$ cat config.mk
export PLATFORM = sky130hd
export DESIGN_NAME = pipe_hazard_ctrl_flat
export DESIGN_NICKNAME = d
export VERILOG_FILES = /design/src/rtl/pipe_hazard_ctrl_if.sv /design/src/rtl/pipe_hazard_ctrl.sv /design/src/flat_wrapper.sv
export SDC_FILE = /design/constraint.sdc
export NUM_CORES = 1
export LEC_CHECK = 0
export ABC_AREA = 1
export CORE_MARGIN = 2
export CORE_UTILIZATION = 33
export CTS_BUF_LIST = sky130_fd_sc_hd__clkbuf_8 sky130_fd_sc_hd__clkbuf_16
export DETAILED_ROUTE_END_ITERATION = 16
export GPL_TIMING_DRIVEN = 0
export MAX_ROUTING_LAYER = met4
export PLACE_DENSITY = 0.78
export RECOVER_POWER = 50
export SLEW_MARGIN = 20
export SYNTH_ARGS = -nofsm -noshare
export SYNTH_HDL_FRONTEND = slang
export SYNTH_SLANG_ARGS = --single-unit
$ cat constraint.sdc
create_clock -name clk -period 1.35 [get_ports clk]
set_input_delay 0.27 -clock clk [delete_from_list [all_inputs] [get_ports clk]]
set_output_delay 0.27 -clock clk [all_outputs]
set_load 0.1 [all_outputs]
$ cat src/rtl/pipe_hazard_ctrl_if.sv
// Hazard-controller bus: memory handshakes, load-use indices, redirect in;
// pipeline register enables/flushes and the stale-fetch discard flag out.
interface pipe_hazard_ctrl_if #(
   parameter int REG_W = 5
);
   logic             i_valid;
   logic             i_data_ok;
   logic             d_valid;
   logic             d_data_ok;
   logic             e_mem_read;
   logic [REG_W-1:0] e_rd;
   logic [REG_W-1:0] d_rs1;
   logic [REG_W-1:0] d_rs2;
   logic             e_redirect;

   logic             enable_f;
   logic             enable_d;
   logic             enable_e;
   logic             enable_m;
   logic             enable_w;
   logic             flush_d;
   logic             flush_e;
   logic             flush_m;
   logic             flush_w;
   logic             i_discard;

   modport master (
      output i_valid, i_data_ok, d_valid, d_data_ok, e_mem_read,
             e_rd, d_rs1, d_rs2, e_redirect,
      input  enable_f, enable_d, enable_e, enable_m, enable_w,
             flush_d, flush_e, flush_m, flush_w, i_discard
   );

   modport slave (
      input  i_valid, i_data_ok, d_valid, d_data_ok, e_mem_read,
             e_rd, d_rs1, d_rs2, e_redirect,
      output enable_f, enable_d, enable_e, enable_m, enable_w,
             flush_d, flush_e, flush_m, flush_w, i_discard
   );
endinterface

$ cat src/rtl/pipe_hazard_ctrl.sv
// Stall/flush controller for the 5-stage pipeline with stale-fetch tracking.
// Optional performance counters enabled by defining PIPE_HAZARD_CTRL_PERF_EN.
module pipe_hazard_ctrl #(
   parameter int REG_W = 5,
   parameter int CNT_W = 32
) (
   input  logic              clk,
   input  logic              reset,
   pipe_hazard_ctrl_if.slave hz
`ifdef PIPE_HAZARD_CTRL_PERF_EN
   ,
   output logic [CNT_W-1:0]  cnt_dstall,
   output logic [CNT_W-1:0]  cnt_istall,
   output logic [CNT_W-1:0]  cnt_lu,
   output logic [CNT_W-1:0]  cnt_redirect
`endif
);

   typedef enum logic [1:0] {
      F_IDLE = 2'd0,
      F_WAIT = 2'd1,
      F_DROP = 2'd2
   } fstate_t;

   fstate_t r_state;
   fstate_t w_state_next;

   logic w_imiss;
   logic w_dmiss;
   logic w_lu;
   logic w_br_dmiss;
   logic w_br_redir;
   logic w_br_lu;
   logic w_br_imiss;

   if (REG_W < 1 || CNT_W < 1) begin : g_bad_param
      $error("pipe_hazard_ctrl: REG_W and CNT_W must be positive");
   end

   assign w_imiss = (r_state == F_IDLE && hz.i_valid && !hz.i_data_ok) ||
                    (r_state == F_WAIT && !hz.i_data_ok) ||
                    (r_state == F_DROP);
   assign w_dmiss = hz.d_valid && !hz.d_data_ok;
   assign w_lu    = hz.e_mem_read && (hz.e_rd != '0) &&
                    ((hz.e_rd == hz.d_rs1) || (hz.e_rd == hz.d_rs2));

   // One-hot active priority branch; a redirect is only accepted when E can move.
   assign w_br_dmiss = w_dmiss;
   assign w_br_redir = hz.e_redirect && !w_dmiss;
   assign w_br_lu    = w_lu && !w_dmiss && !hz.e_redirect;
   assign w_br_imiss = w_imiss && !w_dmiss && !hz.e_redirect && !w_lu;

   always_ff @(posedge clk or posedge reset) begin
      if (reset) begin
         r_state <= F_IDLE;
      end else begin
         r_state <= w_state_next;
      end
   end

   always_comb begin
      w_state_next = r_state;
      case (r_state)
         F_IDLE: begin
            if (hz.i_valid && !hz.i_data_ok) begin
               w_state_next = w_br_redir ? F_DROP : F_WAIT;
            end
         end
         F_WAIT: begin
            if (hz.i_data_ok) begin
               w_state_next = F_IDLE;
            end else if (w_br_redir) begin
               w_state_next = F_DROP;
            end
         end
         F_DROP: begin
            if (hz.i_data_ok) begin
               w_state_next = F_IDLE;
            end
         end
         default: w_state_next = F_IDLE;
      endcase
   end

   always_comb begin
      hz.enable_f  = 1'b1;
      hz.enable_d  = 1'b1;
      hz.enable_e  = 1'b1;
      hz.enable_m  = 1'b1;
      hz.enable_w  = 1'b1;
      hz.flush_d   = 1'b0;
      hz.flush_e   = 1'b0;
      hz.flush_m   = 1'b0;
      hz.flush_w   = 1'b0;
      hz.i_discard = 1'b0;
      if (reset) begin
         hz.enable_f = 1'b0;
         hz.enable_d = 1'b0;
         hz.enable_e = 1'b0;
         hz.enable_m = 1'b0;
         hz.enable_w = 1'b0;
         hz.flush_d  = 1'b1;
         hz.flush_e  = 1'b1;
         hz.flush_m  = 1'b1;
         hz.flush_w  = 1'b1;
      end else begin
         hz.i_discard = (r_state == F_DROP);
         if (w_br_dmiss) begin
            // W takes a bubble so the frozen M instruction is not committed twice.
            hz.enable_f = 1'b0;
            hz.enable_d = 1'b0;
            hz.enable_e = 1'b0;
            hz.enable_m = 1'b0;
            hz.flush_w  = 1'b1;
         end else if (w_br_redir) begin
            hz.flush_d = 1'b1;
            hz.flush_e = 1'b1;
         end else if (w_br_lu) begin
            hz.enable_f = 1'b0;
            hz.enable_d = 1'b0;
            hz.flush_e  = 1'b1;
         end else if (w_br_imiss) begin
            hz.enable_f = 1'b0;
            hz.flush_d  = 1'b1;
         end
      end
   end

`ifdef PIPE_HAZARD_CTRL_PERF_EN
   logic [3:0] w_cnt_inc;
   assign w_cnt_inc = {w_br_redir, w_br_lu, w_br_imiss, w_br_dmiss};

   for (genvar gi = 0; gi < 4; gi++) begin : g_cnt
      logic [CNT_W-1:0] r_cnt;
      always_ff @(posedge clk or posedge reset) begin
         if (reset) begin
            r_cnt <= '0;
         end else if (w_cnt_inc[gi]) begin
            r_cnt <= r_cnt + CNT_W'(1);
         end
      end
   end

   assign cnt_dstall   = g_cnt[0].r_cnt;
   assign cnt_istall   = g_cnt[1].r_cnt;
   assign cnt_lu       = g_cnt[2].r_cnt;
   assign cnt_redirect = g_cnt[3].r_cnt;
`endif

endmodule

$ cat src/flat_wrapper.sv
// flat-port wrapper written by rule: the top's interface ports become plain ports
module pipe_hazard_ctrl_flat 
#(
   parameter int REG_W = 5,
   parameter int CNT_W = 32
)
  (clk, reset, hz_i_valid, hz_i_data_ok, hz_d_valid, hz_d_data_ok, hz_e_mem_read, hz_e_rd, hz_d_rs1, hz_d_rs2, hz_e_redirect, hz_enable_f, hz_enable_d, hz_enable_e, hz_enable_m, hz_enable_w, hz_flush_d, hz_flush_e, hz_flush_m, hz_flush_w, hz_i_discard);
  pipe_hazard_ctrl_if #(.REG_W(REG_W)) hz_i ();
  input  logic clk;
  input  logic reset;
  input wire logic [$bits(hz_i.i_valid)-1:0] hz_i_valid;
  input wire logic [$bits(hz_i.i_data_ok)-1:0] hz_i_data_ok;
  input wire logic [$bits(hz_i.d_valid)-1:0] hz_d_valid;
  input wire logic [$bits(hz_i.d_data_ok)-1:0] hz_d_data_ok;
  input wire logic [$bits(hz_i.e_mem_read)-1:0] hz_e_mem_read;
  input wire logic [$bits(hz_i.e_rd)-1:0] hz_e_rd;
  input wire logic [$bits(hz_i.d_rs1)-1:0] hz_d_rs1;
  input wire logic [$bits(hz_i.d_rs2)-1:0] hz_d_rs2;
  input wire logic [$bits(hz_i.e_redirect)-1:0] hz_e_redirect;
  output wire logic [$bits(hz_i.enable_f)-1:0] hz_enable_f;
  output wire logic [$bits(hz_i.enable_d)-1:0] hz_enable_d;
  output wire logic [$bits(hz_i.enable_e)-1:0] hz_enable_e;
  output wire logic [$bits(hz_i.enable_m)-1:0] hz_enable_m;
  output wire logic [$bits(hz_i.enable_w)-1:0] hz_enable_w;
  output wire logic [$bits(hz_i.flush_d)-1:0] hz_flush_d;
  output wire logic [$bits(hz_i.flush_e)-1:0] hz_flush_e;
  output wire logic [$bits(hz_i.flush_m)-1:0] hz_flush_m;
  output wire logic [$bits(hz_i.flush_w)-1:0] hz_flush_w;
  output wire logic [$bits(hz_i.i_discard)-1:0] hz_i_discard;
  assign hz_i.i_valid = hz_i_valid;
  assign hz_i.i_data_ok = hz_i_data_ok;
  assign hz_i.d_valid = hz_d_valid;
  assign hz_i.d_data_ok = hz_d_data_ok;
  assign hz_i.e_mem_read = hz_e_mem_read;
  assign hz_i.e_rd = hz_e_rd;
  assign hz_i.d_rs1 = hz_d_rs1;
  assign hz_i.d_rs2 = hz_d_rs2;
  assign hz_i.e_redirect = hz_e_redirect;
  assign hz_enable_f = hz_i.enable_f;
  assign hz_enable_d = hz_i.enable_d;
  assign hz_enable_e = hz_i.enable_e;
  assign hz_enable_m = hz_i.enable_m;
  assign hz_enable_w = hz_i.enable_w;
  assign hz_flush_d = hz_i.flush_d;
  assign hz_flush_e = hz_i.flush_e;
  assign hz_flush_m = hz_i.flush_m;
  assign hz_flush_w = hz_i.flush_w;
  assign hz_i_discard = hz_i.i_discard;
  pipe_hazard_ctrl #(.REG_W(REG_W), .CNT_W(CNT_W)) u_core (.clk(clk), .reset(reset), .hz(hz_i));
endmodule
==> results of run 1 <==
power breakdown:
part	switching, mW	internal, mW	leakage, nW
clock	0.0411	0.188	0.0216
combinational	0.375	0.284	0.510
sequential	0.00681	0.0735	0.0265
total	0.422	0.545	0.558
logic make-up (layout without fill, tap and decap cells):
group | Yosys count | count (layout) | synth area share (%)
buf+inv | 26 | 69 | 23.3
simple gates | 49 | 49 | 45.7
compound gates | 9 | 9 | 16.1
flops | 2 | 2 | 11.1
xor+xnor | 2 | 2 | 3.88
repair_timing:
item                       CTS  global route
hold endpoints to repair     0             0
pin swaps                   24            22
setup endpoints to repair   12            10
buffers inserted             2             6
gates resized for setup    177            22
cloned                       0             0
final cells by class:
| type | count | area, um^2 | area share [%] |
|---|---|---|---|
| Timing Repair Buffer | 40 | 443 | 41.9 |
| Multi-Input combinational cell | 60 | 375 | 35.5 |
| Inverter | 24 | 109 | 10.3 |
| Sequential cell | 2 | 50.0 | 4.74 |
| Clock buffer | 3 | 41.3 | 3.91 |
| Buffer | 2 | 18.8 | 1.78 |
| Tap cell | 15 | 18.8 | 1.78 |
through the flow:
stage	setup slack (ps)	hold WS (ps)
final	-355	23.4
after global routing	-413	40.4
after CTS	-332	204
after detailed placement	-1520	514
after global placement	-1510	501
after floorplan	-459	346
cell usage in the layout, fill, tap and decap left out, types with 3 or more instances in the layout:
| master | count |
|---|---|
| buf_12 | 7 |
| buf_2 | 4 |
| buf_4 | 11 |
| buf_6 | 10 |
| buf_8 | 4 |
| clkbuf_8 | 3 |
| dlygate4sd2_1 | 3 |
| inv_1 | 10 |
| inv_2 | 11 |
| nand2_1 | 19 |
| nand2_2 | 8 |
| nor2_1 | 7 |
| nor2_4 | 5 |
per-layer routing:
layer,GRT usage (%),routed length [um],vias to the layer above
li1,-,-,348
met1,22.1,595,309
met2,37.1,869,14
met3,3.26,37,0
met4,2.50,0,0
met5,-,0,-
synthesized netlist by cell type:
cell type,n
nand2_1,28
inv_1,23
nor2_1,12
nand3_1,3
o21ai_0,3
buf_4,2
dfrtp_1,2
nor2_2,2
xnor2_1,2
a2111oi_1,1
a21oi_1,1
inv_2,1
nand2_2,1
nand3_2,1
nand4_1,1
o21ai_2,1
o21bai_4,1
o221ai_1,1
o22ai_1,1
or2_1,1
how the worst max path moves through the flow:
stage	slack, ps	to	cells after the start
2_1_floorplan	-460	hz_enable_f	5
3_3_place_gp	-1510	hz_flush_e	10
3_5_place_dp	-1520	hz_flush_e	10
4_1_cts	-330	hz_flush_d	7
5_1_grt	-410	hz_flush_d	7
6_report	-360	hz_enable_f	7
worst max-delay path: cells and delay by family (launching register included):
kind            cells  cell delay, ps
buf+inv             3             430
simple gates        2             180
flops               1             380
compound gates      2             260
==> flow_summary.json, run 1 <==
{
  "r2r_start": "u_core.r_state[0]$_DFFE_PP0P_",
  "cp-startpoint": "u_core.r_state[0]$_DFFE_PP0P_",
  "finalSetupViolations": 5,
  "dr_total_vias": 671,
  "antenna_left": 0,
  "maxCapViolations": 0,
  "ff2ff_path_depth": 5,
  "failed_checks": "setup timing",
  "synth_top_area_share_pct": 23.3,
  "cts.sinks": 2,
  "area_growth_pct": 134,
  "ys_ff_latch": 2,
  "placed_cells_incl_taps": 135,
  "drtPass1Iterations": 3,
  "route.detailed.drc": 0,
  "finalWorstSetupSlack_ps": -355,
  "die_x_um": 41.0,
  "period_needed_ps": 1710,
  "gpl.final_weighted_congestion": 0.793,
  "core_um2": 1280,
  "ios": 33,
  "largest_reg_flops": 2,
  "clk_latency_ps": 210,
  "cts_root_buffer": "clkbuf_8",
  "fin_crit_sh_pct": 126,
  "clock_skew_ps": 1.33,
  "synth.area.top_cells": "nand2_1 (23%), inv_1 (19%), dfrtp_1 (11%)",
  "utilization_pct": 82.2,
  "drt_iter0_markers": 5,
  "fillerInstances": 88,
  "cts_tree": "done",
  "die_area_um2": 1680,
  "grt.overflow.total": 0,
  "arrival_ps": 1440,
  "dpl-instance-area_um2": 850,
  "yosys_warnings": 0,
  "start_kind": "flop",
  "yosys.area.top_type": "nand2_1",
  "cp_common_cell": "buf_4",
  "worstPathMaxFanout": 3,
  "p_per_area_nw_per_um2": 917,
  "grt_start_max_net_pins": 7,
  "grt.total_usage_pct": 19.8,
  "worst_slew_pin_slew_ps": 342,
  "grt_setup_unrepaired": "yes",
  "hold_viol_final": 0,
  "top_register": "u_core.r_state",
  "clock_path_buffers": 2,
  "ys_seq_area_share_pct": 11.1,
  "ctsHoldBuffers": 0,
  "top_regs": "u_core.r_state (2)",
  "wl_per_cell_um": 10.3,
  "total_power_uw": 968,
  "slew-limit-headroom_pct": 77.1,
  "crit_type": "flop to output pin",
  "htreeDepth": 1,
  "p_leak_nw": 0.558,
  "drive_above_1_share_pct": 58.8,
  "synth_nets": 111,
  "clk_pin_slew_ps": 30,
  "syn_area_um2": 452,
  "numCtsBuffers": 3,
  "syn_inst": 88,
  "cp_slowest_stage_delay_ps": 380,
  "routed_wl_mm": 1.50,
  "worstReg2RegEnd": "u_core.r_state[1]$_DFFE_PP0P_",
  "timing.setup.tns_ps": -1130,
  "max_freq_mhz": 586,
  "end_kind": "output pin",
  "dp_hpwl_mm": 1.09,
  "syn_area_per_cell_um2": 5.13,
  "synth_cell_types": 20,
  "finalMaxSlewViolations": 0,
  "grt_pass1_vias": 556,
  "diodes": 0,
  "io_buffers": 32,
  "hold_path.class": "input port to async pin",
  "stdcell_count": 146,
  "worst_ep_required_time_ps": 1080,
  "grt_pass1_wl_mm": 2.17,
  "start_util_pct": 35.2,
  "rows": 13,
  "antenna_found_initial": 0,
  "path_cells": "buf_4, buf_4, o21ai_1, nand3_2, a21oi_2, nor2_4, buf_12",
  "peakVddDrop_v": 0.000789,
  "nets": 156,
  "die_h_um": 41.0,
  "critPathSlowestCell": "dfrtp_1",
  "viasPerCell": 4.60,
  "final_area_um2": 1060,
  "status": "finished, violations left",
  "r2r_slack_ps": 130
}
No activity file was read; power rests on OpenSTA's default activity.
==> inputs of run 2 (changes only) <==
- ABC_AREA: 1 -> 0
- CORE_AREA: default -> 2 2 39 41
- CORE_MARGIN: 2 -> default
- CORE_UTILIZATION: 33 -> default
- DIE_AREA: default -> 0 0 41 43
- PLACE_DENSITY: 0.78 -> 0.69
- SKIP_CTS_REPAIR_TIMING: default -> 1
==> run 2 against run 1 <==
Largest power group unchanged. Critical path type is now input port to output pin. Register-to-register slack improved by 110 ps. Sequential power shrank 13%. Wire length decreased by 6.7%. The run still ends with setup timing left. Largest cell class unchanged. Setup slack worse by 150 ps.
==> flow_summary.json, run 2 <==
{
  "status": "finished, violations left",
  "failed_checks": "setup timing",
  "finalSetupViolations": 10,
  "maxCapViolations": 0,
  "end_kind": "output pin",
  "syn_inst": 44,
  "total_power_uw": 751,
  "drive_above_1_share_pct": 53.5,
  "period_needed_ps": 1860,
  "nets": 111,
  "dr_total_vias": 459,
  "fin_crit_sh_pct": 137,
  "peakVddDrop_v": 0.000915,
  "start_kind": "input port",
  "grt_pass1_vias": 406,
  "synth.area.top_cells": "xnor2_1 (27%), dfrtp_1 (15%), a21oi_1 (6.2%)",
  "clock_path_buffers": 2,
  "slew-limit-headroom_pct": 64.2,
  "async_flop_share_pct": 100,
  "core_um2": 1380,
  "synth_nets": 67,
  "finalMaxSlewViolations": 0,
  "yosys_warnings": 0,
  "cts.sinks": 2,
  "numCtsBuffers": 3,
  "synth_ff_type": "dfrtp_1",
  "crit_type": "input port to output pin",
  "ff2ff_path_depth": 3,
  "ios": 33,
  "layout_commonest_cell": "dlymetal6s2s_1",
  "layout_common_cells": "dlymetal6s2s_1 (14), xnor2_1 (10), buf_12 (6), buf_6 (5), buf_4 (5)",
  "dp_hpwl_um": 942,
  "max_freq_mhz": 539,
  "grt.overflow.total": 0,
  "grt_pass1_wl_mm": 1.73,
  "syn_area_um2": 324,
  "worst_ep_required_time_ps": 1080,
  "syn_area_per_cell_um2": 7.37,
  "clk_pin_slew_ps": 30,
  "top_register": "u_core.r_state",
  "dr_wl_met3_um": 46,
  "wl_met2_um": 778,
  "io_buffers": 32,
  "diodes": 0,
  "gpl.final_weighted_congestion": 0.777,
  "hold_viol_final": 0,
  "grt_setup_unrepaired": "yes",
  "cts_tree": "done",
  "cts_root_buffer": "clkbuf_8",
  "wl_met1_um": 568,
  "synth_edf_count": 0,
  "worst_slew_pin_slew_ps": 539,
  "start_util_pct": 23.4,
  "wl_per_cell_um": 13.7,
  "routed_wl_mm": 1.40,
  "top_regs": "u_core.r_state (2)",
  "drt_iter0_markers": 3,
  "antenna_found_initial": 0,
  "yosysMostFrequentCell": "xnor2_1",
  "ys_ff_latch": 2,
  "drtPass1Iterations": 2,
  "die_area_um2": 1760,
  "final_area_um2": 978,
  "ys_top_cells_by_count": "xnor2_1 (10), a21oi_1 (4), nand2_1 (4)",
  "hold_path.class": "input port to flop",
  "p_leak_nw": 0.492,
  "synth_cell_types": 22,
  "grt.total_usage_pct": 14.7,
  "min_path_cells": 2,
  "arrival_ps": 1590,
  "area_growth_pct": 202,
  "antenna_left": 0,
  "viasPerCell": 4.50,
  "grt_start_max_net_pins": 7,
  "synth_top_area_share_pct": 27.0,
  "dpl-instance-area_um2": 762,
  "dr.max_layer_used": "met4",
  "largest_reg_flops": 2,
  "p_per_area_nw_per_um2": 768,
  "worstPathMaxFanout": 3,
  "die_x_um": 41,
  "hold-worst-slack_ps": 271,
  "htreeDepth": 1,
  "utilization_pct": 70.7,
  "route.detailed.drc": 0,
  "die_h_um": 43,
  "ys_seq_area_share_pct": 15.4,
  "finalWorstSetupSlack_ps": -505,
  "clk_latency_ps": 210,
  "rows": 14,
  "clock_skew_ps": 3.76,
  "yosys.area.top_type": "xnor2_1"
}
## run 2: changes by cell type after synthesis, moves of 2 or more
cell,delta
a21oi_1,+3
inv_1,-21
nand2_1,-24
nand2b_1,+2
nor2_1,-10
nor2_2,-2
nor3b_1,+2
o21ai_0,-2
xnor2_1,+8
## run 2: layout make-up
| class | instances | area, um^2 |
|---|---|---|
| Buffer | 2 | 18.8 |
| Clock buffer | 3 | 41.3 |
| Fill cell | 103 | 405 |
| Inverter | 3 | 16.3 |
| Multi-Input combinational cell | 37 | 372 |
| Sequential cell | 2 | 51.3 |
| Tap cell | 16 | 20.0 |
| Timing Repair Buffer | 39 | 459 |
## run 2: critical path: stages
cell	delay, ps
buf_8	90
or4_4	540
o21ai_4	240
inv_2	50
a31o_4	230
buf_12	160
## run 2: cells by family (layout without fill, tap and decap cells)
kind of cell / after synthesis / after routing / synth area share, %
AOI/OAI and AO/OA: 12 / 12 / 24.7
buffers and inverters: 5 / 47 / 8.11
and+or+nand+nor: 15 / 15 / 24.7
xor gates and xnor gates: 10 / 10 / 27.0
DFF: 2 / 2 / 15.4
## run 2: path summary, 6_finish.rpt
path                                          startpoint                             to  slack [ps]
min in group asynchronous                          reset  u_core.r_state[1]$_DFFE_PP0P_         300
setup / recovery                              hz_e_rd[4]                     hz_flush_e        -510
setup reg to reg           u_core.r_state[0]$_DFFE_PP0P_  u_core.r_state[1]$_DFFE_PP0P_         240
hold reg to reg            u_core.r_state[1]$_DFFE_PP0P_  u_core.r_state[0]$_DFFE_PP0P_         590
max in group asynchronous                          reset  u_core.r_state[0]$_DFFE_PP0P_         500
hold / removal                              hz_i_data_ok  u_core.r_state[1]$_DFFE_PP0P_         270
## run 2: where the power goes
group | total, mW | internal [mW] | switching [mW] | leakage, nW
registers | 0.0702 | 0.0650 | 0.00517 | 0.0251
clock network | 0.232 | 0.188 | 0.0439 | 0.0216
logic | 0.449 | 0.191 | 0.257 | 0.445
## run 2: stage by stage
stage | std cells | worst slack, ps | setup TNS (ps)
after floorplan | 44 | -958 | -4340
after CTS | 95 | -1840 | -14430
after global placement | 92 | -1810 | -14440
after global routing | 102 | -543 | -3880
after detailed placement | 92 | -1840 | -14590
final | 102 | -505 | -3250
## run 2: layer usage
metal | GRT usage, % | up-vias
met4 | 6.00 | 0
li1 | - | 236
met3 | 4.71 | 2
met1 | 18.3 | 209
met5 | - | -
met2 | 21.3 | 12
